$ cat config.mk
export PLATFORM = sky130hd
export DESIGN_NAME = fwrisc_uart_prog_loader_flat
export DESIGN_NICKNAME = d
export VERILOG_FILES = /design/src/rtl/fwrisc_uart_prog_loader_pkg.sv /design/src/rtl/fwrisc_uart_prog_loader_if.sv /design/src/rtl/fwrisc_uart_prog_loader_timeout.sv /design/src/rtl/fwrisc_uart_prog_loader.sv /design/src/flat_wrapper.sv
export SDC_FILE = /design/constraint.sdc
export NUM_CORES = 1
export LEC_CHECK = 0
export BUFFER_PORTS_ARGS = -buffer_cell sky130_fd_sc_hd__buf_2
export CORE_AREA = 2 2 129 182
export CTS_BUF_LIST = sky130_fd_sc_hd__clkbuf_16
export CTS_CLUSTER_DIAMETER = 120
export DETAILED_ROUTE_END_ITERATION = 8
export DIE_AREA = 0 0 131 184
export PLACE_DENSITY_LB_ADDON = 0.25
export SYNTH_ARGS = -nofsm -noshare
export SYNTH_HDL_FRONTEND = slang
export SYNTH_SLANG_ARGS = --single-unit
$ cat constraint.sdc
create_clock -name clock -period 8.4 [get_ports clock]
set_clock_uncertainty 0.1 [all_clocks]
set_input_delay 0.42 -clock clock [delete_from_list [all_inputs] [get_ports clock]]
set_output_delay 0.42 -clock clock [all_outputs]
set_load 0.01 [all_outputs]
$ cat src/rtl/fwrisc_uart_prog_loader_pkg.sv
// Shared types and frame-field constants for the UART program loader.
package fwrisc_uart_prog_loader_pkg;

  typedef enum logic [2:0] {
    ST_IDLE,
    ST_LEN_LO,
    ST_LEN_HI,
    ST_DATA,
    ST_CSUM,
    ST_DONE,
    ST_ERR
  } loader_state_e;

  localparam logic [7:0] SYNC_BYTE_DEF  = 8'hA5;
  localparam int         LEN_W          = 16;
  localparam int         BYTES_PER_WORD = 4;
  localparam logic [7:0] CSUM_INIT      = 8'h00;

  // The frame is "in flight" from the length bytes up to the checksum byte.
  function automatic logic is_receiving(input loader_state_e s);
    return (s == ST_LEN_LO) || (s == ST_LEN_HI) || (s == ST_DATA) || (s == ST_CSUM);
  endfunction

endpackage

$ cat src/rtl/fwrisc_uart_prog_loader_if.sv
// Byte stream in from the UART receiver and word writes out to instruction memory.
interface fwrisc_uart_prog_loader_if #(
  parameter int ADDR_W = 12
);
  logic              rx_valid;
  logic [7:0]        rx_data;
  logic              mem_we;
  logic [ADDR_W-1:0] mem_addr;
  logic [31:0]       mem_wdata;

  modport slave (
    input  rx_valid, rx_data,
    output mem_we, mem_addr, mem_wdata
  );

  modport master (
    output rx_valid, rx_data,
    input  mem_we, mem_addr, mem_wdata
  );
endinterface

$ cat src/rtl/fwrisc_uart_prog_loader_timeout.sv
// Inter-byte watchdog: flags a stalled frame after TIMEOUT_CYC quiet cycles.
module fwrisc_uart_prog_loader_timeout #(
  parameter logic [23:0] TIMEOUT_CYC = 24'd5000000
) (
  input  logic clock,
  input  logic reset,
  input  logic active,
  input  logic kick,
  output logic expired
);
  logic [23:0] cnt_q;

  // A byte arriving on the same edge always wins over expiry.
  assign expired = active && !kick && (cnt_q >= TIMEOUT_CYC - 24'd1);

  // NOTE: reset is synchronous and active-low, so it lives inside the clocked
  // block as an ordinary if-branch, not in the sensitivity list.
  always_ff @(posedge clock) begin
    if (!reset) begin
      cnt_q <= '0;
    end else if (!active || kick) begin
      cnt_q <= '0;
    end else if (!expired) begin
      cnt_q <= cnt_q + 24'd1;
    end
  end
endmodule

$ cat src/rtl/fwrisc_uart_prog_loader.sv
// Parses one framed image from the UART, writes it into imem and releases the core
// only after the checksum verifies.
module fwrisc_uart_prog_loader
  import fwrisc_uart_prog_loader_pkg::*;
#(
  parameter int          MEM_WORDS   = 4096,
  parameter int          ADDR_W      = $clog2(MEM_WORDS),
  parameter logic [7:0]  SYNC_BYTE   = SYNC_BYTE_DEF,
  parameter logic [23:0] TIMEOUT_CYC = 24'd5000000
) (
  input  logic                       clock,
  input  logic                       reset,
  fwrisc_uart_prog_loader_if.slave   bus,
  output logic                       core_reset_n,
  output logic                       program_receiving,
  output logic                       program_ov,
  output logic                       program_err,
  output logic                       program_done
);

  loader_state_e     state_q, state_d;
  logic [LEN_W-1:0]  len_q;
  logic [LEN_W-1:0]  word_idx_q;
  logic [1:0]        byte_idx_q;
  logic [23:0]       buf_q;
  logic [7:0]        csum_q;
  logic              mem_we_q;
  logic [ADDR_W-1:0] mem_addr_q;
  logic [31:0]       mem_wdata_q;
  logic              ov_q, err_q;

  logic              timed_out;
  logic              set_ov, set_err, restart;
  logic [LEN_W-1:0]  full_len;
  logic              word_end;

  fwrisc_uart_prog_loader_timeout #(
    .TIMEOUT_CYC (TIMEOUT_CYC)
  ) u_timeout (
    .clock   (clock),
    .reset   (reset),
    .active  (is_receiving(state_q)),
    .kick    (bus.rx_valid),
    .expired (timed_out)
  );

  assign full_len = {bus.rx_data, len_q[7:0]};
  assign word_end = bus.rx_valid && (byte_idx_q == 2'(BYTES_PER_WORD - 1));

  // NOTE: every output of this block gets a default first, so no path through
  // the case statement can leave a signal unassigned and infer a latch.
  always_comb begin
    state_d = state_q;
    set_ov  = 1'b0;
    set_err = 1'b0;
    restart = 1'b0;
    unique case (state_q)
      ST_IDLE:   if (bus.rx_valid && bus.rx_data == SYNC_BYTE) state_d = ST_LEN_LO;
      ST_LEN_LO: if (bus.rx_valid) state_d = ST_LEN_HI;
      ST_LEN_HI: if (bus.rx_valid) begin
        if ({16'd0, full_len} > 32'(MEM_WORDS)) begin
          state_d = ST_ERR;
          set_ov  = 1'b1;
        end else if (full_len == '0) begin
          state_d = ST_CSUM;
        end else begin
          state_d = ST_DATA;
        end
      end
      ST_DATA:   if (word_end && word_idx_q == len_q - 16'd1) state_d = ST_CSUM;
      ST_CSUM:   if (bus.rx_valid) begin
        if (bus.rx_data == csum_q) begin
          state_d = ST_DONE;
        end else begin
          state_d = ST_ERR;
          set_err = 1'b1;
        end
      end
      ST_DONE:   state_d = ST_DONE;
      ST_ERR:    if (bus.rx_valid && bus.rx_data == SYNC_BYTE) begin
        state_d = ST_LEN_LO;
        restart = 1'b1;
      end
      default:   state_d = ST_IDLE;
    endcase
    if (timed_out) begin
      state_d = ST_ERR;
      set_err = 1'b1;
    end
  end

  always_ff @(posedge clock) begin
    if (!reset) state_q <= ST_IDLE;
    else        state_q <= state_d;
  end

  // NOTE: sequential state uses non-blocking assignments so every register
  // samples the pre-edge values, independent of statement order.
  always_ff @(posedge clock) begin
    if (!reset) begin
      len_q       <= '0;
      word_idx_q  <= '0;
      byte_idx_q  <= '0;
      buf_q       <= '0;
      csum_q      <= CSUM_INIT;
      mem_we_q    <= 1'b0;
      mem_addr_q  <= '0;
      mem_wdata_q <= '0;
      ov_q        <= 1'b0;
      err_q       <= 1'b0;
    end else begin
      mem_we_q <= 1'b0;
      unique case (state_q)
        ST_IDLE, ST_ERR: begin
          word_idx_q <= '0;
          byte_idx_q <= '0;
          csum_q     <= CSUM_INIT;
        end
        ST_LEN_LO: if (bus.rx_valid) len_q[7:0] <= bus.rx_data;
        ST_LEN_HI: if (bus.rx_valid) len_q[15:8] <= bus.rx_data;
        ST_DATA: if (bus.rx_valid) begin
          csum_q     <= csum_q + bus.rx_data;
          byte_idx_q <= byte_idx_q + 2'd1;
          // First byte received lands in the least significant lane.
          if (word_end) begin
            mem_we_q    <= 1'b1;
            mem_addr_q  <= word_idx_q[ADDR_W-1:0];
            mem_wdata_q <= {bus.rx_data, buf_q};
            word_idx_q  <= word_idx_q + 16'd1;
          end else begin
            buf_q <= {bus.rx_data, buf_q[23:8]};
          end
        end
        default: ;
      endcase
      if (restart) begin
        ov_q  <= 1'b0;
        err_q <= 1'b0;
      end
      if (set_ov)  ov_q  <= 1'b1;
      if (set_err) err_q <= 1'b1;
    end
  end

  assign bus.mem_we         = mem_we_q;
  assign bus.mem_addr       = mem_addr_q;
  assign bus.mem_wdata      = mem_wdata_q;
  assign core_reset_n       = (state_q == ST_DONE);
  assign program_done       = (state_q == ST_DONE);
  assign program_receiving  = is_receiving(state_q);
  assign program_ov         = ov_q;
  assign program_err        = err_q;

endmodule

$ cat src/flat_wrapper.sv
// flat-port wrapper written by rule: the top's interface ports become plain ports
module fwrisc_uart_prog_loader_flat import fwrisc_uart_prog_loader_pkg::*;
#(
  parameter int          MEM_WORDS   = 4096,
  parameter int          ADDR_W      = $clog2(MEM_WORDS),
  parameter logic [7:0]  SYNC_BYTE   = SYNC_BYTE_DEF,
  parameter logic [23:0] TIMEOUT_CYC = 24'd5000000
)
  (clock, reset, core_reset_n, program_receiving, program_ov, program_err, program_done, bus_rx_valid, bus_rx_data, bus_mem_we, bus_mem_addr, bus_mem_wdata);
  fwrisc_uart_prog_loader_if #(.ADDR_W(ADDR_W)) bus_i ();
  input  logic clock;
  input  logic reset;
  output logic core_reset_n;
  output logic program_receiving;
  output logic program_ov;
  output logic program_err;
  output logic program_done;
  input wire logic [$bits(bus_i.rx_valid)-1:0] bus_rx_valid;
  input wire logic [$bits(bus_i.rx_data)-1:0] bus_rx_data;
  output wire logic [$bits(bus_i.mem_we)-1:0] bus_mem_we;
  output wire logic [$bits(bus_i.mem_addr)-1:0] bus_mem_addr;
  output wire logic [$bits(bus_i.mem_wdata)-1:0] bus_mem_wdata;
  assign bus_i.rx_valid = bus_rx_valid;
  assign bus_i.rx_data = bus_rx_data;
  assign bus_mem_we = bus_i.mem_we;
  assign bus_mem_addr = bus_i.mem_addr;
  assign bus_mem_wdata = bus_i.mem_wdata;
  fwrisc_uart_prog_loader #(.MEM_WORDS(MEM_WORDS), .ADDR_W(ADDR_W), .SYNC_BYTE(SYNC_BYTE), .TIMEOUT_CYC(TIMEOUT_CYC)) u_core (.clock(clock), .reset(reset), .bus(bus_i), .core_reset_n(core_reset_n), .program_receiving(program_receiving), .program_ov(program_ov), .program_err(program_err), .program_done(program_done));
endmodule
==> run summary <==
* **run status** complete, no violations
* **setup repair after global routing missed its margin** false
* **detailed-router iteration count before antenna repair** 4
* **cell leakage power** 2.749 nW
* **setup slack of the critical path after layout** 5.511 ns
* **Top Family by Delay on Critical Path** compound AO/OA/AOI/OAI gates
* **Netlist cell types** 56
* **Max-Cap Viols** 0
* **post-route core utilization** 34.75%
* **most area-hungry cell type in the Yosys netlist** dfxtp_1
* **number of buffers on the longest clock path** 2
* **VDD IR max** 0.1355 mV
* **height of the die** 184 µm
* **class of the most critical hold timing path** in -> reg
* **part of the Yosys area used for sequential elements** 42.18%
* **Resize count post-CTS** 0
* **source-to-sink clock delay at the later pin of the worst-skew pair** 0.43 ns
* **final critical-path share of the clock period** 34.39%
* **slowest stage cell, crit path** or3b_1
* **min cycle time layout** 2.889 ns
* **I/O Buffers** 60
* **CORE AREA** 22370 µm²
* **hold_ws** 0.2631 ns
* **P&R area growth vs syn** 16.99%
* **final routed DRC violation total** 0
* **number of antenna violations at the first check in global routing** 0
* **count of nets after finishing** 868
* **vias per inst** 4.635
* **Root Driver** clkbuf_16
* **H-tree Lvls** 4
* **vias in the first global route** 5029
* **cts-stage hold buffer count** 0
* **type of destination of the critical path** flip-flop
* **total nets after synthesis** 835
* **pre-CTS setup slack** 5.516 ns
* **flip-flop and latch count after synthesis** 140
* **worst rel slew slack** 32.95%
* **ANT nets after route** 0
* **wire length per cell** 13.65 µm
* **hold violation total from the final report** 0
* **pin count of the biggest net entering global routing** 108
* **number of inserted filler cells in the final layout** 2342
* **highest fanout seen on the critical path** 6
* **number of diodes** 0
* **number of flops mapped to enable cells by yosys** 0
* **Final setup viols** 0
* **total standard cell area after synthesis** 6644 µm²
* **Slew Viols, Final** 0
* **Yosys warning total** 0
* **required time at the worst-slack endpoint** 8.59 ns
* **dominant synthesized flop cell** dfxtp_1
* **placement row count** 65
* **type of the worst setup path** reg -> reg
* **Yosys top cell area share** 42.18%
* **Arrival @ worst endpoint** 3.08 ns
* **power density relative to cell area** 211.2 nW/µm²
* **async set-or-reset flop fraction in the synthesized netlist** 0%
* **wire length of the first global-routing pass** 26.04 mm
* **Final HPWL DP** 10.76 mm
* **number of buffers added for setup after CTS** 0
* **average footprint of a synthesized cell** 8.192 µm²
* **violation count after the first detailed-routing iteration** 362
* **worst-margin pin slew** 1.005 ns
* **type of element launching the critical path** flip-flop
* **clock buffers created by TritonCTS** 17
* **f_max** 346.1 MHz
* **remaining global-route overflow** 0
* **initial core utilization** 29.71%
* **post-synthesis cell count** 811
* **die area** 24100 µm²
* **clock sinks** 140
* **cell-by-cell listing of the critical path** inv_1 > ha_1 > or3b_1 > nor4_4 > nand4b_1 > o211a_1 > a2111o_1 > o32ai_2 > a41oi_1
* **buffering stage count on the worst path with inverters included** 1
* **Slowest Stage Delay on Critical Path** 0.46 ns
* **vias** 5367
* **routability cong.** 0.7716
* **TritonCTS clock tree** yes
* **global-route usage over all layers** 13.62%
* **leading post-synthesis cells by cell area** dfxtp_1, nand2_1, a21boi_0, xnor2_1, nor2_1
* **fraction of final layout cells with drive strength greater than 1** 12.25%
* **Clock Pin Slew Worst Setup and Hold Paths** 0.07 ns
* **die span in x** 131 µm
* **drt total wl** 15.81 mm
* **total design power** 1.641 mW
* **# IOs** 61
* **final total negative setup slack** 0 ns
[sequential cells by signal (all words and copies together), names as in the netlist]
signal and count:
u_core.u_timeout.cnt_q 24, u_core.buf_q 24, u_core.bus.mem_addr 12, u_core.len_q 16
u_core.state_q 3, u_core.bus.mem_we 1, u_core.byte_idx_q 2, u_core.bus.mem_wdata 32
u_core.program_err 1, u_core.word_idx_q 16, u_core.csum_q 8, u_core.program_ov 1
[path summary, 6_finish.rpt]
kind	slack (ns)	from	endpoint	cells past startpoint
hold / removal	0.26	bus_rx_data[0]	u_core.len_q[0]	3
hold reg to reg	0.36	u_core.bus.mem_wdata[10]	u_core.bus.mem_wdata[10]	2
setup reg to reg	5.51	u_core.len_q[0]	u_core.state_q[1]	9
setup / recovery	5.51	u_core.len_q[0]	u_core.state_q[1]	9
[logic make-up (layout without fill, tap and decap cells)]
family	Yosys count	count (layout)	synth area share, %
simple gates	372	372	25.22
compound gates	159	159	17.46
flops	140	140	42.18
xor+xnor	61	61	8.041
buf+inv	61	107	3.785
fa+ha+maj	13	13	2.561
mux	5	5	0.7533
[report_power, final]
| group | switching (mW) | internal (mW) | leakage, nW |
|---|---|---|---|
| registers | 0.0140 | 0.672 | 1.13 |
| clock network | 0.350 | 0.430 | 0.299 |
| logic | 0.106 | 0.0696 | 1.32 |
[stage by stage]
stage / std cells / area (µm²)
4_1_cts: 1158 / 7772
3_5_place_dp: 1126 / 7151
5_1_grt: 1158 / 7772
2_1_floorplan: 811 / 6644
3_3_place_gp: 1126 / 7151
6_report: 1158 / 7772
[layout by cell type (no fill, tap or decap), types with 3 or more instances in the layout]
master,netlist,final
inv_8,0,3
nand2_1,198,198
buf_4,1,4
a21o_1,3,3
a31oi_1,4,4
o31a_1,3,3
nor4_1,9,9
mux2i_1,5,5
and3_1,7,7
ha_1,12,12
xnor2_1,36,36
nand4b_1,3,3
buf_2,2,60
nand4_1,7,7
nand2b_1,4,4
dfxtp_1,140,140
o2111ai_1,3,3
inv_6,0,5
xor2_1,25,25
o211ai_1,3,3
inv_1,11,11
clkinv_8,0,5
nor2_1,61,61
nand3_1,21,20
nor2b_1,17,17
o21ai_0,7,7
or3_1,4,4
a211oi_1,3,3
a22oi_1,7,7
a21boi_0,86,86
or2_2,3,3
nor3_1,16,15
o31ai_1,4,4
a21oi_1,20,20
and2_1,11,11
clkbuf_16,0,17
[synth_stat cells (4+ instances only)]
cell,count
nand2_1,198
dfxtp_1,140
a21boi_0,86
nor2_1,61
clkbuf_1,44
xnor2_1,36
xor2_1,25
nand3_1,21
a21oi_1,20
nor2b_1,17
nor3_1,16
ha_1,12
and2_1,11
inv_1,11
nor4_1,9
a22oi_1,7
and3_1,7
nand4_1,7
o21ai_0,7
mux2i_1,5
a31oi_1,4
nand2b_1,4
o31ai_1,4
or3_1,4
[layout make-up]
class	instances	area [µm²]	area share [%]
multi-input cells	610	3600	46.31
flip-flops and latches	140	2803	36.06
clock buffers	17	425.4	5.473
well taps	301	376.6	4.845
repair buffers	64	330.3	4.250
clock inverters	15	196.4	2.527
inverters	11	41.29	0.5312
[tightest hold or removal path: stages]
cell	delay, ns
buf_2	0.17
nand2_1	0.08
a21boi_0	0.06
[layer usage]
metal | track usage, % | vias up | routed length (µm)
li1 | - | 2814 | -
met1 | 16.80 | 2473 | 7344
met2 | 23.34 | 67 | 7734
met3 | 2.794 | 13 | 492
met4 | 4.596 | 0 | 235
met5 | 0 | - | 0
No activity file was read; power rests on OpenSTA's default activity.
